<file path="src/rtl/ntt_pkg.sv">
// Shared NTT constants: moduli for both parameter sets and the halving constants (q+1)/2.
package ntt_pkg;

    localparam logic [24:0] Q24 = 25'd16515073;
    localparam logic [24:0] Q25 = 25'd33292289;

    localparam logic [24:0] HalfQ24 = 25'd8257537;
    localparam logic [24:0] HalfQ25 = 25'd16646145;

    function automatic logic [24:0] q_of(input logic mod_sel);
        return mod_sel ? Q24 : Q25;
    endfunction

endpackage

</file>
<file path="src/rtl/mod_dbl.sv">
// One modular doubling step: x' = 2x mod q for x < q, via a single conditional subtract.
module mod_dbl
    import ntt_pkg::*;
(
    input  logic [24:0] x,
    input  logic        mod,
    output logic [24:0] x_dbl
);

    logic [25:0] t;
    logic [25:0] q_ext;
    logic [25:0] diff;

    always_comb begin
        t     = {x, 1'b0};
        q_ext = {1'b0, q_of(mod)};
        diff  = t - q_ext;
        x_dbl = (t >= q_ext) ? diff[24:0] : t[24:0];
    end

endmodule

</file>
<file path="src/rtl/mod_mul_pow2.sv">
// Sequential din * 2^k mod q: one modular doubling per cycle, result held until taken.
module mod_mul_pow2
    import ntt_pkg::*;
(
    input  logic        clk,
    input  logic        rst,
    input  logic [24:0] din,
    input  logic        mod,
    input  logic [3:0]  shift,
    input  logic        in_valid,
    output logic        in_ready,
    output logic [24:0] dout,
    output logic        out_valid,
    input  logic        out_ready
);

    typedef enum logic [1:0] {StIdle, StRun, StDone} state_e;

    state_e      state_q, state_d;
    logic [3:0]  cnt_q, cnt_d;
    logic [24:0] dout_q, dout_d;
    logic        mod_q, mod_d;
    logic        in_ready_q, in_ready_d;
    logic        out_valid_q, out_valid_d;
    logic [24:0] dbl;

    mod_dbl u_mod_dbl (
        .x     (dout_q),
        .mod   (mod_q),
        .x_dbl (dbl)
    );

    always_comb begin
        state_d     = state_q;
        cnt_d       = cnt_q;
        dout_d      = dout_q;
        mod_d       = mod_q;
        in_ready_d  = in_ready_q;
        out_valid_d = out_valid_q;
        unique case (state_q)
            StIdle: begin
                if (in_valid) begin
                    dout_d     = din;
                    mod_d      = mod;
                    cnt_d      = shift;
                    in_ready_d = 1'b0;
                    if (shift == 4'd0) begin
                        state_d     = StDone;
                        out_valid_d = 1'b1;
                    end else begin
                        state_d = StRun;
                    end
                end
            end
            StRun: begin
                // dout_q is the working value until the last doubling lands
                dout_d = dbl;
                cnt_d  = cnt_q - 4'd1;
                if (cnt_q == 4'd1) begin
                    state_d     = StDone;
                    out_valid_d = 1'b1;
                end
            end
            StDone: begin
                if (out_ready) begin
                    state_d     = StIdle;
                    out_valid_d = 1'b0;
                    in_ready_d  = 1'b1;
                end
            end
            default: begin
                state_d     = StIdle;
                in_ready_d  = 1'b1;
                out_valid_d = 1'b0;
            end
        endcase
    end

    always_ff @(posedge clk) begin
        if (rst) begin
            state_q     <= StIdle;
            cnt_q       <= 4'd0;
            dout_q      <= 25'd0;
            mod_q       <= 1'b0;
            in_ready_q  <= 1'b1;
            out_valid_q <= 1'b0;
        end else begin
            state_q     <= state_d;
            cnt_q       <= cnt_d;
            dout_q      <= dout_d;
            mod_q       <= mod_d;
            in_ready_q  <= in_ready_d;
            out_valid_q <= out_valid_d;
        end
    end

    assign in_ready  = in_ready_q;
    assign out_valid = out_valid_q;
    assign dout      = dout_q;

endmodule

</file>
<file path="config.mk">
export PLATFORM = sky130hd
export DESIGN_NAME = mod_mul_pow2
export DESIGN_NICKNAME = d
export VERILOG_FILES = /design/src/rtl/ntt_pkg.sv /design/src/rtl/mod_dbl.sv /design/src/rtl/mod_mul_pow2.sv
export SDC_FILE = /design/constraint.sdc
export NUM_CORES = 1
export LEC_CHECK = 0
export ABC_AREA = 1
export BUFFER_PORTS_ARGS = -buffer_cell sky130_fd_sc_hd__buf_2
export CELL_PAD_IN_SITES_DETAIL_PLACEMENT = 0
export CELL_PAD_IN_SITES_GLOBAL_PLACEMENT = 1
export CORE_ASPECT_RATIO = 0.5
export CORE_MARGIN = 3
export CORE_UTILIZATION = 37
export DETAILED_ROUTE_END_ITERATION = 7
export PLACE_DENSITY_LB_ADDON = 0.1
export SLEW_MARGIN = 20
export SYNTH_ARGS = -nofsm -noshare
export SYNTH_HDL_FRONTEND = slang
export SYNTH_HIERARCHICAL = 1
export SYNTH_SLANG_ARGS = --single-unit
</file>
<file path="constraint.sdc">
create_clock -name clk -period 2.1 [get_ports clk]
set_input_delay 0 -clock clk [delete_from_list [all_inputs] [get_ports clk]]
set_output_delay 0 -clock clk [all_outputs]
set_load 0.02 [all_outputs]
</file>
==> flow_summary.ini <==
[status]
outcome = finished clean

[floorplan]
die_h_um = 66.9
die_w_um = 128
initial_utilization_pct = 39.5
ios = 61
die_area_mm2 = 0.00854
coreArea_mm2 = 0.00694
rows = 21

[power_and_ir_drop]
ir_worst_vdd_v = 0.000423
cellPowerDensity_mw_per_mm2 = 1140
power_mw = 3.86
p_leak_nw = 1.80

[synth]
ys_seq_area_share_pct = 24.8
synth_nets = 521
synth_area_mm2 = 0.00274
syn_area_per_cell_um2 = 5.68
ys_ff_latch = 34
synthFlopType = dfxtp_1
yosys.area.top_type = dfxtp_1
synth_edf_count = 0
yosys_warnings = 6
synth_top_area_share_pct = 24.8
synth_common_cells = 171 x nand2_1, 93 x nor2_1, 46 x inv_1, 34 x dfxtp_1, 24 x nand3_1
synth.top_cells.by_area = dfxtp_1 25%, nand2_1 23%, nor2_1 13%
async_flop_share_pct = 0
synth_cells = 483
yosysUniqueCellTypes = 27
post-synth-top-count-cell = nand2_1

[worst_hold_path]
holdCritStartpoint = mod
hold_depth = 3
hp-class = primary input to flip-flop
hold_end = mod_q$_SDFFE_PP0P_

[setup_path]
path_class = flip-flop to flip-flop
cp-start-kind = flip-flop
timing.rr.end = dout[19]$_SDFFE_PP0P_
timing.rr.start = dout[23]$_SDFFE_PP0P_
reg2reg_slack_ps = 210
path_max_fanout = 8
ff2ff_path_depth = 14
arrival_ps = 2060
cp.required_ps = 2270
worst_setup_path_end_kind = flip-flop

[drt]
firstDrtPassIters = 5
wl_per_cell_um = 12.2
num_vias = 3056
drt_iter0_markers = 212
wl_mm = 7.98
antenna_left = 0
drcViolationCount = 0
viasPerCell = 4.69

[run]
cap_violations = 0

[final_layout]
diodes = 0
multi_input_area_mm2 = 0.00176
final_cell_area_mm2 = 0.00338
nFillCells = 793
area_growth_pct = 23.1
fin_nets = 598
seq_area_um2 = 681
drive_above_1_share_pct = 20.2

[sta]
fin_crit_sh_pct = 90.0
finalSetupViolCount = 0
max_slew_margin_pct = 63.3
slew_violations = 0
clock.fmax_mhz = 529
setup_tns_ps = 0
final.min_clock_period_ps = 1890
tightest_slew_ps = 549
skew_ps = 2.44
rsz0062_at_grt = no
finalHoldViolCount = 0

[grt]
grt_pass1_vias = 2632
grt_pass1_wl_mm = 12.9
grt_max_degree = 35
grt_antenna_before_repair = 0
overflow = 0
grtUsageTotal_pct = 19.0

[cts]
h-tree-depth = 2
cts_buffers = 5
cts_buffer_depth = 2
cts.sinks = 34
cts_tree = done
clock_latency_ps = 280
clk_pin_slew_ps = 50
cts_root_buffer = clkbuf_16

[place]
numPortBuffers = 60
dpl.hpwl_mm = 5.89
place_area_mm2 = 0.00318
gp_congestion = 0.784
-- worst max-delay path by stage --
stage	startpoint	to	slack [ps]	cells after the start
2_1_floorplan	dout[23]$_SDFFE_PP0P_	dout[18]$_SDFFE_PP0P_	310	15
5_1_grt	dout[23]$_SDFFE_PP0P_	dout[14]$_SDFFE_PP0P_	20	14
6_report	dout[23]$_SDFFE_PP0P_	dout[19]$_SDFFE_PP0P_	210	14
3_3_place_gp	dout[23]$_SDFFE_PP0P_	dout[24]$_SDFFE_PP0P_	220	14
4_1_cts	dout[23]$_SDFFE_PP0P_	dout[24]$_SDFFE_PP0P_	160	14
3_5_place_dp	dout[23]$_SDFFE_PP0P_	dout[24]$_SDFFE_PP0P_	180	14
-- cell families after synthesis --
family / synth area share [%]
and+or+nand+nor: 46.5
DFF: 24.8
adders and majority gates: 1.82
xor gates and xnor gates: 4.74
AOI/OAI and AO/OA: 9.72
buffers and inverters: 12.4
-- timing repair --
action	CTS	global route
buffers inserted	0	3
gates resized for setup	0	2
endpoints found under the setup margin	0	8
hold endpoints to repair	2	0
hold buffers	1	0
-- cells in the final DEF (no fill, tap or decap), drive strengths merged --
cell | synthesis | routed
nor3 | 2 | 2
nor2 | 100 | 100
nand3b | 3 | 3
buf | 15 | 85
or2 | 1 | 1
o21ai | 45 | 45
ha | 4 | 4
nand4 | 1 | 1
xor2 | 14 | 14
dlygate4sd3 | 0 | 1
dfxtp | 34 | 34
inv | 51 | 51
clkbuf | 3 | 7
nand3 | 25 | 25
nand2 | 177 | 179
o22ai | 1 | 1
a21oi | 7 | 7
-- registers in the layout (all words and copies together) (netlist names) --
| register | flops |
|---|---|
| cnt_q | 4 |
| dout | 25 |
| mod_q | 1 |
| out_valid | 1 |
| state_q | 2 |
| in_ready | 1 |
-- metal layers --
metal,vias to the layer above,GRT usage [%],share of wire (%)
li1,1634,-,-
met2,97,26.6,37
met3,4,4.96,9.1
met1,1321,28.9,53
met5,-,0,0
met4,0,3.17,0.43
-- through the flow --
| step | utilization [%] | instances | setup slack [ps] | hold WS, ps |
|---|---|---|---|---|
| final | 48.7 | 652 | 211 | 15.4 |
| after global routing | 48.7 | 652 | 19.4 | 32.9 |
| after CTS | 47.8 | 647 | 162 | 6.09 |
| after detailed placement | 45.8 | 639 | 176 | 205 |
| after global placement | 45.8 | 639 | 216 | 200 |
| after floorplan | - | 483 | 305 | 69.1 |
-- power by group --
group	total, mW	switching, mW	leakage, nW	internal (mW)
combinational	2.21	1.44	1.45	0.769
sequential	0.943	0.129	0.282	0.814
clock	0.711	0.277	0.0640	0.434
-- cell type report --
type | count | share of cell area [%]
flip-flops and latches | 34 | 20.2
inverters | 51 | 5.67
multi-input cells | 382 | 52.1
well taps | 92 | 3.41
repair buffers | 86 | 14.8
clock buffers | 7 | 3.93
-- critical path, stage by stage (launching register included) --
cell and delay, ps:
dfxtp_1 330, ha_1 310, nand2_1 80, nor2_1 40, nand2_2 70, nor2_2 50, nor2_4 240, nand2_8 110
buf_4 150, nand3_1 70, nand2_1 60, nand2_1 70, nand2_1 50, nor2_1 90, nor2_1 50
Power figures use the tool's default switching activity.
